**src/rtl/multi_counter_sched.sv**
```systemverilog
// Front-end scheduler for the multi-counter block: runs the post-reset/clear INIT walk,
// arbitrates R requesters round-robin onto the command port, and routes fixed-latency
// query responses back to their issuers through a tag pipeline.

package multi_counter_variants_pkg;
  typedef enum logic [1:0] {
    OP_INIT = 2'd0,
    OP_INCR = 2'd1,
    OP_ADD  = 2'd2,
    OP_QRY  = 2'd3
  } op_t;
endpackage

module multi_counter_sched
  import multi_counter_variants_pkg::*;
#(
  parameter int unsigned W       = 32,
  parameter int unsigned N       = 32,
  parameter int unsigned R       = 4,
  parameter int unsigned RSP_LAT = 5,
  localparam int unsigned IW     = $clog2(N),
  localparam int unsigned RW     = (R > 1) ? $clog2(R) : 1
) (
  input  logic                  clk,
  input  logic                  rst,
  input  logic                  clr,
  input  logic [R-1:0]          req_valid,
  output logic [R-1:0]          req_ready,
  input  op_t  [R-1:0]          req_op,
  input  logic [R-1:0][IW-1:0]  req_id,
  input  logic [R-1:0][W-1:0]   req_dat,
  output logic                  cmd_pass,
  output op_t                   cmd_op,
  output logic [IW-1:0]         cmd_id,
  output logic [W-1:0]          cmd_dat,
  input  logic                  rsp_pass,
  input  logic [W-1:0]          rsp_dat,
  output logic [R-1:0]          rsp_valid_r,
  output logic [W-1:0]          rsp_dat_r,
  output logic                  busy_r,
  output logic                  err_r
);

  typedef enum logic [0:0] {StInit, StRun} state_e;

  typedef struct packed {
    logic          qry;
    logic [RW-1:0] idx;
  } tag_t;

  state_e          state_q, state_d;
  logic [IW-1:0]   init_id_q, init_id_d;
  logic [RW-1:0]   last_grant_q, last_grant_d;

  logic            grant_valid;
  logic [RW-1:0]   grant_idx;

  logic            issue;
  op_t             issue_op;
  logic [IW-1:0]   issue_id;
  logic [W-1:0]    issue_dat;
  logic            issue_qry;

  // Entry 0 rides alongside cmd_*; entry RSP_LAT lines up with rsp_pass.
  tag_t            tag_q [RSP_LAT+1];
  tag_t            head;

  function automatic logic [RW-1:0] rr_idx(logic [RW-1:0] base, int unsigned off);
    int unsigned s;
    s = (32'(base) + off) % R;
    return s[RW-1:0];
  endfunction

  assign head   = tag_q[RSP_LAT];
  assign busy_r = (state_q == StInit);

  // Round-robin search starting just after the last granted requester; clr blocks grants.
  always_comb begin
    grant_valid = 1'b0;
    grant_idx   = '0;
    if (state_q == StRun && !clr) begin
      for (int unsigned i = 1; i <= R; i++) begin
        if (!grant_valid && req_valid[rr_idx(last_grant_q, i)]) begin
          grant_valid = 1'b1;
          grant_idx   = rr_idx(last_grant_q, i);
        end
      end
    end
  end

  // One-hot accept for the granted requester.
  always_comb begin
    req_ready = '0;
    if (grant_valid) req_ready[grant_idx] = 1'b1;
  end

  // FSM next state and the command to register this cycle.
  always_comb begin
    state_d      = state_q;
    init_id_d    = init_id_q;
    last_grant_d = last_grant_q;
    issue        = 1'b0;
    issue_op     = OP_INIT;
    issue_id     = '0;
    issue_dat    = '0;
    issue_qry    = 1'b0;
    unique case (state_q)
      StInit: begin
        if (clr) begin
          init_id_d = '0;
        end else begin
          issue    = 1'b1;
          issue_id = init_id_q;
          if (init_id_q == IW'(N - 1)) begin
            init_id_d = '0;
            state_d   = StRun;
          end else begin
            init_id_d = init_id_q + 1'b1;
          end
        end
      end
      StRun: begin
        if (clr) begin
          state_d   = StInit;
          init_id_d = '0;
        end else if (grant_valid) begin
          issue        = 1'b1;
          issue_op     = req_op[grant_idx];
          issue_id     = req_id[grant_idx];
          issue_dat    = req_dat[grant_idx];
          issue_qry    = (req_op[grant_idx] == OP_QRY);
          last_grant_d = grant_idx;
        end
      end
    endcase
  end

  // State, arbitration pointer and registered command port.
  always_ff @(posedge clk) begin
    if (rst) begin
      state_q      <= StInit;
      init_id_q    <= '0;
      last_grant_q <= RW'(R - 1);
      cmd_pass     <= 1'b0;
      cmd_op       <= OP_INIT;
      cmd_id       <= '0;
      cmd_dat      <= '0;
    end else begin
      state_q      <= state_d;
      init_id_q    <= init_id_d;
      last_grant_q <= last_grant_d;
      cmd_pass     <= issue;
      if (issue) begin
        cmd_op  <= issue_op;
        cmd_id  <= issue_id;
        cmd_dat <= issue_dat;
      end
    end
  end

  // Tag shift register; reset drops every in-flight tag.
  always_ff @(posedge clk) begin
    if (rst) begin
      for (int unsigned i = 0; i <= RSP_LAT; i++) tag_q[i] <= '0;
    end else begin
      tag_q[0] <= '{qry: issue && issue_qry, idx: grant_idx};
      for (int unsigned i = 1; i <= RSP_LAT; i++) tag_q[i] <= tag_q[i-1];
    end
  end

  // Response routing and sticky tag/response mismatch flag.
  always_ff @(posedge clk) begin
    if (rst) begin
      rsp_valid_r <= '0;
      rsp_dat_r   <= '0;
      err_r       <= 1'b0;
    end else begin
      rsp_valid_r <= '0;
      if (rsp_pass && head.qry) begin
        rsp_valid_r[head.idx] <= 1'b1;
        rsp_dat_r             <= rsp_dat;
      end
      if (rsp_pass != head.qry) err_r <= 1'b1;
    end
  end

endmodule

```
**config.mk**
```make
export PLATFORM = sky130hd
export DESIGN_NAME = multi_counter_sched
export DESIGN_NICKNAME = d
export VERILOG_FILES = /design/src/rtl/multi_counter_sched.sv
export SDC_FILE = /design/constraint.sdc
export NUM_CORES = 1
export LEC_CHECK = 0
export CORE_MARGIN = 8
export CORE_UTILIZATION = 40
export DETAILED_ROUTE_END_ITERATION = 7
export GPL_ROUTABILITY_DRIVEN = 0
export PLACE_DENSITY = 0.85
export SLEW_MARGIN = 20
export SYNTH_ARGS = -nofsm -noshare
export SYNTH_HDL_FRONTEND = slang
export SYNTH_SLANG_ARGS = --single-unit
```
**constraint.sdc**
```tcl
create_clock -name clk -period 6.4 [get_ports clk]
set_clock_uncertainty 0.15 [all_clocks]
set_input_delay 0.64 -clock clk [delete_from_list [all_inputs] [get_ports clk]]
set_output_delay 0.64 -clock clk [all_outputs]
set_load 0.02 [all_outputs]
```
==> results of run 1 <==
[cell usage after synthesis, types with 2 or more instances]
cell,number,area [um2]
dfxtp_1,103,2062
nor2_1,65,244.0
mux2i_1,38,380.4
o221ai_1,38,332.8
nand2_1,27,101.4
mux2_2,23,259.0
clkbuf_1,20,75.07
nand3_1,20,100.1
nor2b_1,18,112.6
a222oi_1,15,150.1
buf_2,10,50.05
mux2_4,10,150.1
a21oi_1,5,25.02
o21ai_0,5,25.02
a31oi_1,4,25.02
a21o_1,3,22.52
a221oi_1,3,26.28
buf_4,3,22.52
ha_1,3,37.54
nor3b_1,3,22.52
a22oi_1,2,15.01
and2_1,2,12.51
and3_1,2,12.51
buf_1,2,7.510
nand2b_1,2,12.51
nand3b_1,2,15.01
nor2_4,2,22.52
nor4bb_1,2,20.02
o211ai_1,2,15.01
or2_2,2,12.51
[logic make-up after synthesis]
| family | after synthesis | synth area share [%] |
|---|---|---|
| xor gates and xnor gates | 1 | 0.1915 |
| adders and majority gates | 3 | 0.8207 |
| and+or+nand+nor | 159 | 17.26 |
| buffers and inverters | 39 | 4.267 |
| muxes | 71 | 17.26 |
| DFF | 103 | 45.08 |
| AOI/OAI and AO/OA | 83 | 15.13 |
[worst paths after layout]
path                                      to  slack (ps)  cells after the start             from
worst max-delay path            req_ready[3]        2360                      6     req_valid[3]
worst min-delay path            tag_q[0][16]         280                      1     tag_q[0][13]
worst max register to register    cmd_dat[9]        3490                      7  last_grant_q[0]
worst min register to register  tag_q[0][16]         280                      1     tag_q[0][13]
[power by group through the flow]
stage | Sequential, W | Combinational (W) | Clock [W]
6_report | 0.000644 | 0.000188 | 0.000632
5_1_grt | 0.000644 | 0.000198 | 0.000678
4_1_cts | 0.000644 | 0.000188 | 0.000643
3_5_place_dp | 0.000658 | 0.000187 | 0
3_3_place_gp | 0.000658 | 0.000184 | 0
2_1_floorplan | 0.000660 | 0.0000544 | 0
[layout make-up]
cell class              count  area, um2
well taps                 143      178.9
flip-flops and latches    103       2062
multi-input cells         317       2322
clock buffers              10      239.0
clock inverters             6      115.1
repair buffers            281       2798
inverters                   1      3.754
fillers                   857       3553
[registers in the layout, indices dropped and copies added, names as in the netlist]
register / flops
last_grant_q: 2
cmd_id: 5
err_r: 1
cmd_dat: 32
cmd_op: 2
rsp_valid_r: 4
state_q: 1
rsp_dat_r: 32
cmd_pass: 1
tag_q: 18
init_id_q: 5
[stage by stage]
stage               utilization, %  area (um2)
finish                       68.48        7719
global placement             65.31        7362
global route                 68.48        7719
CTS                          68.45        7716
detailed placement           65.31        7362
floorplan                        -        4574
[placed cells by master, fill, tap and decap left out, types with 2 or more instances in the layout]
cell type	count
a21o_1	3
a21oi_1	5
a221oi_1	3
a222oi_1	15
a22oi_1	2
a31oi_1	4
and2_1	2
and3_1	2
buf_4	4
bufinv_16	3
clkbuf_16	9
clkdlybuf4s50_1	276
dfxtp_1	103
ha_1	2
inv_6	2
mux2_2	23
mux2_4	10
mux2i_1	38
nand2_1	27
nand2b_1	2
nand3_1	20
nand3b_1	2
nor2_1	65
nor2_4	2
nor2b_1	17
nor3b_1	3
nor4bb_1	2
o211ai_1	2
o21ai_0	5
o221ai_1	38
or2_2	2
[per-layer routing]
metal / global-route usage (%) / vias to the layer above / routed length [um]
li1: - / 2209 / -
met1: 22.20 / 2168 / 6393
met2: 36.32 / 207 / 8138
met3: 7.717 / 20 / 1552
met4: 6.093 / 0 / 246
met5: 0 / - / 0
==> run_results.csv, run 1 <==
group,metric,value,unit
synthesis,yosysSeqAreaShare,45.08,%
placement,pre_cts_slack,2433,ps
worst_hold_path,hold_path_class,"reg2reg",
routing,routed_wl,16330,um
placement,portBuffers,277,
final_layout,nets,912,
routing,ant_nets,0,
sta,tightest_slew,1031,ps
power_and_ir_drop,vdd_drop_max,127.2,uV
final_layout,fin_cells,861,
sta,setup_viol_count_final,0,
sta,relSlewSlack,31.23,%
clock_network,ctsLongestPathBuffers,2,
synthesis,synth_cell_types,53,
sta,min_period,4044,ps
sta,holdWs,284.7,ps
synthesis,synthArstFlopShare,0,%
placement,hpwl,12690,um
final_layout,drive_gt1_share,9.331,%
floorplan,start_util,40.58,%
power_and_ir_drop,power.switching,0.0002958,W
power_and_ir_drop,pwr-share-clk,43.2,%
power_and_ir_drop,power_leakage,2.782,nW
sta,hold_violations,0,
placement,dpl.cell_count,845,
power_and_ir_drop,power,0.001464,W
synthesis,synth_fp_nets,658,
sta,tns,0,ps
power_and_ir_drop,p_per_area,189.6,mW/mm2
routing,wl_per_cell,18.97,um
grt,grt_overflow,0,
worst_setup_path,timing.critical_path.buf_inv,2,
grt,grt_usage,20.46,%
sta,fin_ws,2356,ps
sta,min_period_over_period,63.19,%
routing,dr.pass1.iters,7,
worst_setup_path,critPathKind,"in2out",
worst_setup_path,crit_path_end_kind,"output pin",
sta,rsz0062_at_grt,"no",
floorplan,die_x,122.9,um
clock_network,cts.clk_slew.worst_paths,60,ps
power_and_ir_drop,sw_frac_of_total,20.21,%
synthesis,synth_edf_count,0,
clock_network,clk_latency,330,ps
grt,grt_pass1_vias,4875,
synthesis,yosys_register_bits,103,
clock_network,cts-root-buf,"clkbuf_16",
worst_setup_path,path_cells,"clkdlybuf4s50_1 -> and2b_1 -> o221ai_1 -> nor2_2 -> and2_1 -> clkdlybuf4s50_1",
sta,finalMaxSlewViolations,0,
power_and_ir_drop,intPower,0.001168,W
run,max-cap-violations,0,
floorplan,die_h,122.9,um
clock_network,tritoncts,"done",
grt,grt_pass1_wl,24570,um
routing,vias,4604,
floorplan,core,0.01127,mm2
clock_network,numCtsBuffers,9,
final_layout,syn2layout_area_growth,68.74,%
grt,antenna_found_initial,0,
synthesis,ys.flop_type,"dfxtp_1",
routing,initialDrtViolationCount,407,
synthesis,synthCells,459,
synthesis,yosysWarnings,0,
worst_setup_path,cpMostUsedCell,"clkdlybuf4s50_1",
worst_setup_path,critical_path_arrival,3250,ps
power_and_ir_drop,pwr-share-seq,44.0,%
run_status,status,"completed",
worst_setup_path,worstSetupStartpointType,"primary input",
grt,grt_max_degree,85,
synthesis,synth_area_per_cell,9.966,um2
worst_setup_path,worstPathRequired,5610,ps
clock_network,htreeDepth,3,
power_and_ir_drop,p_comb_share,12.8,%
worst_setup_path,crit_family,"buffers and inverters",
sta,fmax,0.2473,GHz
clock_network,cts_resized,0,
clock_network,hold_buffers,0,
worst_setup_path,cpMaxStageDelayCell,"nor2_2",
floorplan,die_area,0.01511,mm2
worst_setup_path,slowest_delay,720,ps
final_layout,diodes,0,
clock_network,cts_setup_buffers,0,
routing,avgViaCountPerCell,5.347,
floorplan,rows,39,
worst_setup_path,crit_fanout,19,
clock_network,clkSinkCount,103,
routing,drc,0,
floorplan,io_pins,278,
synthesis,syn_area,0.004574,mm2
Note: power is estimated with default switching activity, not from simulation.
==> run 2: changes to the inputs <==
--- a/config.mk
+++ b/config.mk
@@ -6,10 +6,10 @@
 export NUM_CORES = 1
 export LEC_CHECK = 0
 export CORE_MARGIN = 8
-export CORE_UTILIZATION = 40
+export CORE_UTILIZATION = 34
 export DETAILED_ROUTE_END_ITERATION = 7
 export GPL_ROUTABILITY_DRIVEN = 0
-export PLACE_DENSITY = 0.85
+export PLACE_DENSITY = 0.76
 export SLEW_MARGIN = 20
 export SYNTH_ARGS = -nofsm -noshare
 export SYNTH_HDL_FRONTEND = slang
==> constraint.sdc (replaced) <==
create_clock -name clk -period 3.3 [get_ports clk]
set_clock_uncertainty 0.15 [all_clocks]
set_input_delay 0.33 -clock clk [delete_from_list [all_inputs] [get_ports clk]]
set_output_delay 0.33 -clock clk [all_outputs]
set_load 0.02 [all_outputs]
==> run 2 against run 1 <==
Register-to-register slack got worse by 2600 ps; non-clock buffer count is 8 higher; sequential share of layout area fell by 0.15 points; sequential power is 94% higher; largest cell class unchanged; cell count grew 4.8%; combinational power is 97% higher; critical path type unchanged; count of clock-buffer cells in the layout did not move; die area is 15% higher.
==> run_results.csv, run 2 (synthesis gave the netlist of run 1 again) <==
group,metric,value,unit
clock_network,cts.clk_slew.worst_paths,70,ps
floorplan,core,0.01319,mm2
sta,fin_ws,85.02,ps
routing,drc,0,
worst_setup_path,crit_path_end_kind,"output pin",
clock_network,numCtsBuffers,9,
worst_setup_path,r2r-end,"cmd_dat[29]",
floorplan,start_util,34.68,%
worst_setup_path,worstRegToRegCells,7,
worst_setup_path,r2r_start,"last_grant_q[0]",
run,max-cap-violations,0,
sta,min_period_over_period,97.42,%
sta,min_period,3215,ps
final_layout,fillers,1142,
floorplan,io_pins,278,
final_layout,reg_top3,"cmd_dat (32), rsp_dat_r (32), tag_q (18)",
sta,fmax,0.3110,GHz
sta,tightest_slew,876.1,ps
worst_hold_path,hold_path_class,"reg2reg",
clock_network,cts_resized,0,
worst_setup_path,critical_path_arrival,2730,ps
grt,grt_pass1_wl,26360,um
sta,hold_violations,0,
worst_setup_path,rrSetupSlack,850,ps
placement,pre_cts_slack,108.4,ps
routing,dr.pass1.iters,5,
final_layout,layout.cells.most_common_list,"clkdlybuf4s50_1, dfxtp_1, nor2_1",
power_and_ir_drop,vdd_drop_max,200.4,uV
grt,grt_busiest_layer,"met2",
power_and_ir_drop,power_leakage,2.799,nW
clock_network,tritoncts,"done",
worst_setup_path,critPathKind,"in2out",
final_layout,final_common_cell,"clkdlybuf4s50_1",
clock_network,cts-root-buf,"clkbuf_16",
grt,use_met2,32.15,%
routing,wl_per_cell,18.45,um
placement,hpwl,13010,um
run_status,status,"completed",
clock_network,ctsLongestPathBuffers,2,
clock_network,htreeDepth,3,
worst_hold_path,hp-start,"tag_q[0][2]",
worst_setup_path,worstPathRequired,2820,ps
grt,antenna_found_initial,0,
routing,initialDrtViolationCount,247,
sta,holdWs,276.9,ps
sta,finalMaxSlewViolations,0,
worst_hold_path,whs_path_depth,1,
sta,tns,0,ps
floorplan,die_x,132.0,um
final_layout,diodes,0,
routing,routed_wl,16640,um
floorplan,die_area,0.01742,mm2
power_and_ir_drop,p_comb_share,14.3,%
worst_setup_path,crit_fanout,19,
worst_setup_path,worstSetupStartpointType,"primary input",
grt,grt.met3_usage,6.021,%
final_layout,nets,920,
final_layout,multi_input_area,0.002320,mm2
routing,avgViaCountPerCell,5.141,
sta,rsz0062_at_grt,"no",
worst_hold_path,min_to,"tag_q[0][5]",
grt,grt_pass1_vias,5022,
placement,portBuffers,277,
floorplan,rows,42,
sta,relSlewSlack,41.59,%
sta,setup_viol_count_final,0,
final_layout,syn2layout_area_growth,69.69,%
power_and_ir_drop,pwr-share-clk,37.5,%
clock_network,hold_buffers,0,
routing,vias,4637,
clock_network,cts_setup_buffers,0,
power_and_ir_drop,intPower,0.002018,W
clock_network,clkSinkCount,103,
power_and_ir_drop,p_per_area,333.9,mW/mm2
clock_network,clk_latency,340,ps
final_layout,seqCellArea,0.002062,mm2
power_and_ir_drop,pwr-share-seq,48.2,%
final_layout,drive_gt1_share,10.06,%
grt,met1_usage,19.71,%
grt,grt_usage,18.37,%
grt,grt_overflow,0,
floorplan,die_h,132.0,um
grt,grt_max_degree,45,
routing,ant_nets,0,
power_and_ir_drop,power.switching,0.0005739,W
power_and_ir_drop,sw_frac_of_total,22.14,%
## run 2: cell count changes in the layout (fill, tap and decap cells not counted)
cell / change
clkinv_2: +2
nor2b_1: +1
clkinvlp_4: -1
buf_12: +2
clkbuf_8: -1
buf_4: +6
nor2b_2: -1
inv_6: -1
bufinv_16: -3
clkbuf_1: +1
clkinv_4: +3
## run 2: layer usage
layer  share of wire (%)  wire length, um
met5                   0                0
met4                 3.2              531
met3                 7.7             1279
met1                  40             6682
met2                  49             8143
## run 2: worst max-delay path by stage
| stage | from | to | slack (ps) |
|---|---|---|---|
| floorplan | last_grant_q[1] | req_ready[0] | 1220 |
| global placement | req_valid[1] | req_ready[1] | 110 |
| detailed placement | req_valid[1] | req_ready[1] | 110 |
| CTS | req_valid[1] | req_ready[1] | 100 |
| global route | req_valid[1] | req_ready[1] | 20 |
| finish | req_valid[1] | req_ready[1] | 90 |
## run 2: worst max-delay path, cell delays in order
cell and delay, ps:
clkdlybuf4s50_1 540, or3b_1 390, o221a_2 220, nor2_4 430, and2_1 200, clkdlybuf4s50_1 620
## run 2: power by group through the flow
stage	Combinational, W	Clock [W]	Sequential, W
3_3_place_gp	0.000361	0	0.00128
2_1_floorplan	0.000106	0	0.00128
4_1_cts	0.000372	0.00100	0.00125
3_5_place_dp	0.000369	0	0.00128
5_1_grt	0.000393	0.00105	0.00125
6_report	0.000371	0.000972	0.00125
## run 2: stage by stage
stage / utilization (%) / total power (W) / instance area [um2] / instances
6_report: 58.85 / 0.002592 / 7762 / 902
5_1_grt: 58.85 / 0.002692 / 7762 / 902
4_1_cts: 58.85 / 0.002624 / 7762 / 902
3_5_place_dp: 56.77 / 0.001647 / 7488 / 886
3_3_place_gp: 56.77 / 0.001638 / 7488 / 886
2_1_floorplan: - / 0.001385 / 4574 / 459
## run 2: area by class of cell
cell class / instances / area share (%)
Clock inverter: 6 / 0.5803
Clock buffer: 10 / 2.950
Tap cell: 176 / 2.837
Inverter: 1 / 0.04836
Timing Repair Buffer: 289 / 37.14
Multi-Input combinational cell: 317 / 29.88
Sequential cell: 103 / 26.56
==> run 3: changes to the inputs <==
--- a/config.mk
+++ b/config.mk
@@ -5,11 +5,14 @@
 export SDC_FILE = /design/constraint.sdc
 export NUM_CORES = 1
 export LEC_CHECK = 0
-export CORE_MARGIN = 8
-export CORE_UTILIZATION = 34
+export CORE_AREA = 8 8 102 104
 export DETAILED_ROUTE_END_ITERATION = 7
+export DIE_AREA = 0 0 110 112
+export DONT_BUFFER_PORTS = 1
 export GPL_ROUTABILITY_DRIVEN = 0
-export PLACE_DENSITY = 0.76
+export PLACE_DENSITY = 0.69
+export RECOVER_POWER = 25
+export REMOVE_ABC_BUFFERS = 1
 export SLEW_MARGIN = 20
 export SYNTH_ARGS = -nofsm -noshare
 export SYNTH_HDL_FRONTEND = slang
==> run 3 against run 2 <==
First-iteration DRC count grew 21%; sequential share of layout area grew 12 points; power shrank 12%; fmax grew 6.1%; sequential cell count is the same; final area shrank 31%; critical path depth grew 2; global-route usage grew 4.3 points; worst setup slack gained 190 ps; via count shrank 17%; highest routed layer unchanged.
==> run_results.csv, run 3 (synthesis gave the netlist of run 1 again) <==
group,metric,value,unit
power_and_ir_drop,power.switching,0.0004968,W
sta,min_period_over_period,91.81,%
worst_setup_path,crit_fanout,38,
final_layout,syn2layout_area_growth,17.61,%
power_and_ir_drop,pwr-share-clk,37.6,%
clock_network,htreeDepth,3,
power_and_ir_drop,power_leakage,1.960,nW
power_and_ir_drop,p_per_area,423.8,mW/mm2
final_layout,final_common_cell,"dfxtp_1",
grt,grt_max_degree,79,
worst_hold_path,hold_path_class,"in2reg",
routing,vias,3845,
grt,grt_pass1_vias,3896,
routing,avgViaCountPerCell,6.303,
sta,finalMaxSlewViolations,0,
worst_setup_path,timing.critical_path.buf_inv,2,
final_layout,nets,695,
clock_network,clkSinkCount,103,
worst_setup_path,worstPathRequired,3390,ps
worst_setup_path,path_cells,"and2b_1 -> o21ai_1 -> a31o_2 -> buf_4 -> a21oi_1 -> a221oi_2 -> dlygate4sd3_1 -> nor2_1",
run_status,status,"completed",
grt,antenna_found_initial,0,
worst_setup_path,critical_path_arrival,3120,ps
routing,routed_wl,14850,um
worst_setup_path,crit_path_end_kind,"flip-flop",
sta,rsz0062_at_grt,"no",
sta,holdWs,20.26,ps
power_and_ir_drop,sw_frac_of_total,21.79,%
sta,tightest_slew,1002,ps
routing,initialDrtViolationCount,300,
sta,hold_violations,0,
sta,setup_viol_count_final,0,
final_layout,fin_cells,610,
grt,grt_usage,22.66,%
final_layout,reg_top3,"cmd_dat (32), rsp_dat_r (32), tag_q (18)",
run,max-cap-violations,0,
clock_network,clk_latency,350,ps
worst_setup_path,critPathKind,"reg2reg",
worst_setup_path,worstSetupStartpointType,"flip-flop",
worst_setup_path,crit_family,"compound AO/OA/AOI/OAI gates",
floorplan,io_pins,278,
grt,grt_pass1_wl,21870,um
placement,portBuffers,0,
grt,grt_overflow,0,
sta,relSlewSlack,33.23,%
final_layout,drive_gt1_share,13.43,%
power_and_ir_drop,pwr-share-seq,54.9,%
sta,min_period,3030,ps
clock_network,cts.clk_slew.worst_paths,100,ps
placement,hpwl,10180,um
clock_network,numCtsBuffers,9,
floorplan,core,0.008890,mm2
power_and_ir_drop,intPower,0.001783,W
power_and_ir_drop,vdd_drop_max,173.5,uV
final_layout,layout.cells.most_common_list,"dfxtp_1, nor2_1, dlygate4sd3_1",
floorplan,die_area,0.01232,mm2
power_and_ir_drop,p_comb_share,7.5,%
routing,dr.pass1.iters,5,
clock_network,ctsLongestPathBuffers,2,
worst_setup_path,cpMaxStageDelayCell,"dlygate4sd3_1",
floorplan,die_h,112,um
sta,fmax,0.3301,GHz
placement,dpl.cell_count,539,
clock_network,tritoncts,"done",
routing,drc,0,
worst_setup_path,slowest_delay,590,ps
clock_network,cts-root-buf,"clkbuf_8",
clock_network,cts_resized,0,
floorplan,start_util,51.46,%
floorplan,rows,35,
final_layout,diodes,0,
floorplan,die_x,110,um
sta,tns,0,ps
routing,ant_nets,0,
routing,wl_per_cell,24.34,um
## run 3: changes by cell type in the layout (fill, tap and decap cells not counted), moves of 2 or more
cell             change
buf_12               -2
buf_4                -3
bufinv_16            +2
clkbuf_16            -9
clkbuf_8            +10
clkdlybuf4s50_1    -276
clkinv_2             -2
clkinv_4             -3
dlygate4sd3_1       +56
## run 3: power groups by stage
stage | clock, W | combinational [W] | sequential [W]
global placement | 0 | 0.0000983 | 0.00128
CTS | 0.000886 | 0.000167 | 0.00125
global route | 0.000938 | 0.000182 | 0.00125
finish | 0.000858 | 0.000171 | 0.00125
detailed placement | 0 | 0.000101 | 0.00128
floorplan | 0 | 0.0000801 | 0.00128
## run 3: cell type report
cell class                      count  area (um2)
Clock buffer                       10       137.6
Clock inverter                      4       77.57
Fill cell                         747        3510
Inverter                            1       3.754
Multi-Input combinational cell    317        2320
Sequential cell                   103        2062
Tap cell                          111       138.9
Timing Repair Buffer               64       640.6
## run 3: repair_timing
action | 4_1_cts | 5_1_grt
endpoints found under the hold margin | 90 | 2
hold buffers | 54 | 3
endpoints found under the setup margin | 0 | 0
setup buffers | 0 | 0
## run 3: per-layer routing
metal  track usage [%]  share of wire (%)  up-vias
li1                  -                  -     1772
met1             25.23                 36     1853
met3             8.608                 12       19
met4             8.198                1.5        0
met2             37.90                 50      201
met5                 0                  0        -
## run 3: final timing paths
path	start	to	slack, ps	cells after the start
hold / removal	req_dat[44]	cmd_dat[12]	20	2
setup / recovery	last_grant_q[0]	tag_q[0][2]	270	8
hold reg to reg	tag_q[0][4]	tag_q[0][7]	290	1
setup reg to reg	last_grant_q[0]	tag_q[0][2]	270	8
## run 3: through the flow
step	power, W	instance area (um2)	worst slack [ps]	utilization [%]
after floorplan	0.001359	4383	720.5	-
after global placement	0.001379	4577	940.5	51.48
after detailed placement	0.001382	4577	832.9	51.48
after CTS	0.002304	5350	305.2	60.18
after global routing	0.002373	5380	98.97	60.52
final	0.002280	5380	270.4	60.52
## run 3: worst reg2reg max path, cell delays in order (launching register included)
cell and delay [ps]:
dfxtp_1 380, and2b_1 220, o21ai_1 200, a31o_2 560, buf_4 450, a21oi_1 120, a221oi_2 210, dlygate4sd3_1 590
nor2_1 40
